==> src/rtl/id_ex_pipe_reg.sv <==
// ---------------------------------------------------------------------------
// id_ex_pipe_reg
//   ID/EX pipeline register of the 5-stage MIPS core. Captures the decoded
//   instruction, its register-file operands and extended immediate at the end
//   of D and presents them to E one cycle later.
//
//   Per-edge priority: reset > hold > bubble (stall|flush) > load.
//     hold   : freeze every E_* field; held operands may be refreshed by the
//              W-stage write so a long-running E instruction never consumes
//              stale data.
//     bubble : E receives a nop but keeps D_PC (exception PC); bubble_cnt
//              counts inserted bubbles, saturating at all-ones.
//     load   : E_* <= D_*; an invalid D slot never advertises a destination.
//
// Ports
//   clk, reset          rising-edge clock, synchronous active-high reset
//   hold, stall, flush  pipeline control from the hazard unit
//   D_*                 decode-stage instruction fields (inputs)
//   W_RegWrite/A3/WD    write-back port, used for refresh while holding
//   E_*                 registered copies presented to the execute stage
//   bubble_cnt          bubbles inserted since reset (saturating)
// ---------------------------------------------------------------------------
module id_ex_pipe_reg #(
  parameter logic [31:0] RESET_PC = 32'h0000_3000,
  parameter int          TNEW_W   = 2
) (
  input  logic              clk,
  input  logic              reset,
  input  logic              hold,
  input  logic              stall,
  input  logic              flush,
  input  logic              D_valid,
  input  logic [31:0]       D_PC,
  input  logic [31:0]       D_instr,
  input  logic [31:0]       D_RD1,
  input  logic [31:0]       D_RD2,
  input  logic [31:0]       D_imm32,
  input  logic [4:0]        D_A3,
  input  logic              D_RegWrite,
  input  logic [TNEW_W-1:0] D_Tnew,
  input  logic              W_RegWrite,
  input  logic [4:0]        W_A3,
  input  logic [31:0]       W_WD,
  output logic              E_valid,
  output logic [31:0]       E_PC,
  output logic [31:0]       E_instr,
  output logic [31:0]       E_RD1,
  output logic [31:0]       E_RD2,
  output logic [31:0]       E_imm32,
  output logic [4:0]        E_A3,
  output logic              E_RegWrite,
  output logic [TNEW_W-1:0] E_Tnew,
  output logic [31:0]       bubble_cnt
);

  function automatic logic [31:0] sat_inc(input logic [31:0] v);
    return (v == 32'hFFFF_FFFF) ? v : v + 32'd1;
  endfunction

  logic bubble;
  logic w_live;
  logic refresh_rs;
  logic refresh_rt;

  // Refresh only applies to a real held instruction; register 0 is hardwired.
  assign bubble     = stall | flush;
  assign w_live     = E_valid & W_RegWrite & (W_A3 != 5'd0);
  assign refresh_rs = w_live & (W_A3 == E_instr[25:21]);
  assign refresh_rt = w_live & (W_A3 == E_instr[20:16]);

  // ---- D -> E boundary ----
  always_ff @(posedge clk) begin
    if (reset) begin
      E_valid    <= 1'b0;
      E_PC       <= RESET_PC;
      E_instr    <= '0;
      E_RD1      <= '0;
      E_RD2      <= '0;
      E_imm32    <= '0;
      E_A3       <= '0;
      E_RegWrite <= 1'b0;
      E_Tnew     <= '0;
      bubble_cnt <= '0;
    end else if (hold) begin
      if (refresh_rs) E_RD1 <= W_WD;
      if (refresh_rt) E_RD2 <= W_WD;
    end else if (bubble) begin
      // PC survives the bubble so a later exception can still report it.
      E_valid    <= 1'b0;
      E_PC       <= D_PC;
      E_instr    <= '0;
      E_RD1      <= '0;
      E_RD2      <= '0;
      E_imm32    <= '0;
      E_A3       <= '0;
      E_RegWrite <= 1'b0;
      E_Tnew     <= '0;
      bubble_cnt <= sat_inc(bubble_cnt);
    end else begin
      E_valid    <= D_valid;
      E_PC       <= D_PC;
      E_instr    <= D_instr;
      E_RD1      <= D_RD1;
      E_RD2      <= D_RD2;
      E_imm32    <= D_imm32;
      // An empty slot must not look like a producer to the hazard unit.
      E_A3       <= D_valid ? D_A3       : 5'd0;
      E_RegWrite <= D_valid ? D_RegWrite : 1'b0;
      E_Tnew     <= D_valid ? D_Tnew     : '0;
    end
  end

endmodule

==> config.mk <==
export PLATFORM = sky130hd
export DESIGN_NAME = id_ex_pipe_reg
export DESIGN_NICKNAME = d
export VERILOG_FILES = /design/src/rtl/id_ex_pipe_reg.sv
export SDC_FILE = /design/constraint.sdc
export NUM_CORES = 1
export LEC_CHECK = 0
export CELL_PAD_IN_SITES_DETAIL_PLACEMENT = 0
export CELL_PAD_IN_SITES_GLOBAL_PLACEMENT = 1
export CORE_MARGIN = 2
export CORE_UTILIZATION = 29
export CTS_BUF_LIST = sky130_fd_sc_hd__clkbuf_8
export CTS_CLUSTER_DIAMETER = 200
export DETAILED_ROUTE_END_ITERATION = 8
export PLACE_DENSITY_LB_ADDON = 0.12
export RECOVER_POWER = 100
export SYNTH_ARGS = -nofsm -noshare
export SYNTH_HDL_FRONTEND = slang
export SYNTH_SLANG_ARGS = --single-unit
==> constraint.sdc <==
create_clock -name clk -period 2.5 [get_ports clk]
set_clock_uncertainty 0.2 [all_clocks]
set_input_delay 0.625 -clock clk [delete_from_list [all_inputs] [get_ports clk]]
set_output_delay 0.625 -clock clk [all_outputs]
set_load 0.005 [all_outputs]
==> results_dict.tcl <==
set metrics [dict create \
    cp.required_ns 2.72 \
    hold_buffers 0 \
    wl_met1_mm 12.2 \
    synth_compound_area_share_pct 23.5 \
    grt_setup_unrepaired "yes" \
    endpoint_kind "flop" \
    antenna_found_initial 3 \
    finalMaxSlewViolations 0 \
    htreeDepth 2 \
    synth_fp_nets 1073 \
    synthSimpleGateAreaFrac_pct 15.6 \
    dieArea_um2 28800 \
    power_frac_clock_pct 41.4 \
    final_cell_area_um2 13500 \
    cts-buffers-inserted 38 \
    max_slew_margin_pct 15.2 \
    fmax_ghz 0.418 \
    ctsLongestPathBuffers 3 \
    start_kind "input port" \
    p_int_w 0.00573 \
    crit_arrival_ns 2.61 \
    crit_slowest_cell "o41ai_2" \
    multiInputGateArea_um2 3580 \
    fill_cells 2616 \
    muxShareOfSynthArea_pct 4.76 \
    p_per_area_nw_per_um2 566 \
    port_buffers 412 \
    worst-r2r-cell-count 7 \
    syn_area_per_cell_um2 9.27 \
    clk_latency_ns 0.53 \
    reg2reg_to "bubble_cnt[14]$_SDFFE_PP0P_" \
    grt_overflow 0 \
    grt_pass1_wl_mm 46.1 \
    r2r-start "bubble_cnt[1]$_SDFFE_PP0P_" \
    place_area_um2 12800 \
    yosys_warnings 0 \
    cts_tree "done" \
    synth_flop_cell "dfxtp_1" \
    critical_path_buf_inv_count 4 \
    synthArstFlopShare_pct 0 \
    cp-endpoint "E_RD2[25]$_SDFFE_PP0P_" \
    r2r_slack_ns 0.13 \
    row_count 60 \
    place_hpwl_mm 22.6 \
    wl_met2_mm 14.5 \
    drive_above_1_share_pct 9.97 \
    period_needed_ns 2.39 \
    synth_seq_cells 201 \
    worst-path-stages 9 \
    avgViaCountPerCell 4.86 \
    p_seq_share_pct 44.6 \
    io_pins 413 \
    synth-seq-area-share_pct 50.5 \
    seqCellArea_um2 4020 \
    drtPass1Iterations 4 \
    crit_path_start "W_A3[1]" \
    route.top_layer_used "met4" \
    antenna_left 0 \
    path_cells "clkdlybuf4s50_1 > clkbuf_1 > clkbuf_4 > xnor2_1 > nand3_1 > o41ai_2 > buf_12 > nor2_1 > a211oi_1" \
    grt_max_degree 93 \
    synth_edf_count 0 \
    crit_family "buffers and inverters" \
    clkTransAtPathRegs_ns 0.06 \
    postCtsSetupBuffers 0 \
    ir_worst_vdd_v 0.000380 \
    fin_nets 1511 \
    syn2layout_area_growth_pct 69.2 \
    setup_viol 0 \
    wl_met3_mm 3.21 \
    outcome "finished, final reports clean" \
    swShare_pct 24.9 \
    synth_xor_area_share_pct 1.21 \
    hold_viol 0 \
    netlist_instances 860 \
    fp.coreArea_um2 27000 \
    path_max_fanout 35 \
    worst_pin_slew_ns 1.27 \
    p_comb_share_pct 14.0 \
    routabilityCongestion 0.764 \
    switchingPower_w 0.00190 \
    critPathKind "input port to flop" \
    drc 0 \
    final_util_pct 50.1 \
    critical_path.max_stage_delay_ns 0.50 \
    drtIter0Drc 397 \
    synthAdderAreaFrac_pct 0.157 \
    routedWlPerCell_um 18.3 \
    cap_violations 0 \
    cts_root_buffer "clkbuf_8" \
    dieHeight_um 170 \
    syn-cell-area_um2 7970 \
    ys_types 43 \
    grt_util_all_layers_pct 20.4 \
    hold_path_class "input port to flop" \
    p_leak_nw 5.40 \
    initial_utilization_pct 29.6 \
    wl_mm 30.5 \
    synth_top_family_by_area "compound AO/OA/AOI/OAI gates" \
    dr_total_vias 8112 \
    post-route-period-util_pct 95.6 \
    cts.sinks 201 \
    grt_pass1_vias 8040 \
    fp.dieW_um 170 \
]
[metrics by stage]
step	instances	power (W)	setup slack (ns)	setup TNS, ns	hold slack, ns
floorplan	860	0.00384	0.217	0	0.263
global placement	1599	0.00461	-0.255	-15.99	0.253
detailed placement	1599	0.00461	-0.281	-17.59	0.257
CTS	1665	0.00783	0.0604	0	0.201
global route	1668	0.00802	-0.0130	-0.0423	0.236
finish	1668	0.00764	0.110	0	0.242
[power groups by stage]
stage	combinational (W)	clock, W	sequential [W]
finish	0.00107	0.00316	0.00340
global route	0.00117	0.00344	0.00342
CTS	0.00114	0.00328	0.00341
detailed placement	0.00113	0	0.00348
global placement	0.00113	0	0.00347
floorplan	0.000355	0	0.00348
[area by class of cell]
| class | instances | area share (%) |
|---|---|---|
| inverters | 4 | 0.111 |
| well taps | 341 | 3.16 |
| multi-input cells | 578 | 26.6 |
| clock buffers | 49 | 5.00 |
| diodes | 3 | 0.0557 |
| clock inverters | 17 | 0.575 |
| flip-flops and latches | 201 | 29.8 |
| repair buffers | 475 | 34.7 |
[kinds of logic (layout without fill, tap and decap cells)]
logic type	count (synthesis)	count (layout)
xor+xnor	11	11
fa+ha+maj	1	1
flops	201	201
other cells	0	3
buf+inv	81	545
mux	37	37
compound gates	256	256
simple gates	273	273
[metal layers]
metal,vias to the layer above,GRT usage [%]
li1,4047,-
met3,47,8.26
met4,0,6.13
met5,-,0
met1,3694,23.6
met2,324,34.5
[cell usage after synthesis, types with 2 or more instances]
master	n	area [µm²]
nand3_1	14	70.1
or2_2	2	12.5
or3_1	14	87.6
dfxtp_1	201	4020
nand2_1	16	60.1
and3_1	4	25.0
a21oi_1	25	125
mux2_2	7	78.8
xnor2_1	6	52.6
buf_2	8	40.0
clkbuf_1	52	195
nor2b_1	8	50.1
and2_1	2	12.5
a211o_1	2	17.5
nor4_1	4	25.0
a22oi_1	136	1020
o31ai_1	8	60.1
nor2_1	179	672
a211oi_1	64	480
buf_1	12	45.0
inv_1	4	15.0
buf_6	4	45.0
o41ai_4	2	55.1
mux2i_1	30	300
or4_1	9	67.6
nand4_1	7	43.8
nor3_1	6	30.0
o21ai_0	15	75.1
xor2_1	5	43.8
[sequential cells by signal, summed over array words and instances (netlist names)]
signal and cells:
E_valid 1, E_PC 32, E_Tnew 2, bubble_cnt 32
E_A3 5, E_RegWrite 1, E_imm32 32, E_RD1 32
E_instr 32, E_RD2 32
[timing repair]
action / CTS / global route
endpoints found under the hold margin: 0 / 0
gates resized for setup: 0 / 2
endpoints found under the setup margin: 0 / 2
[cell usage in the layout, fill, tap and decap left out, drive strengths merged, types with 2 or more instances in the layout]
cell type / instances
xnor2: 6
dfxtp: 201
o31ai: 8
nor4: 5
clkdlybuf4s50: 262
xor2: 5
clkbuf: 62
or2: 2
a22oi: 136
buf: 52
nor3: 7
nor2: 179
dlygate4sd3: 148
or3: 14
or4: 9
diode: 3
and3: 4
mux2: 7
mux2i: 30
and2: 2
inv: 18
clkinvlp: 2
a211oi: 64
o21ai: 15
nand3: 14
a21oi: 25
o41ai: 3
nand4: 8
nand2: 16
a211o: 2
nor2b: 8
[worst min-delay path by stage]
stage / from / end / depth (start not counted)
5_1_grt: reset / bubble_cnt[22]$_SDFFE_PP0P_ / 2
4_1_cts: reset / bubble_cnt[22]$_SDFFE_PP0P_ / 2
3_3_place_gp: E_PC[12]$_SDFFE_PP1N_ / E_PC[12]$_SDFFE_PP1N_ / 1
3_5_place_dp: E_PC[12]$_SDFFE_PP1N_ / E_PC[12]$_SDFFE_PP1N_ / 1
6_report: reset / bubble_cnt[22]$_SDFFE_PP0P_ / 2
2_1_floorplan: E_PC[12]$_SDFFE_PP1N_ / E_PC[12]$_SDFFE_PP1N_ / 1
No activity file was read; power rests on OpenSTA's default activity.
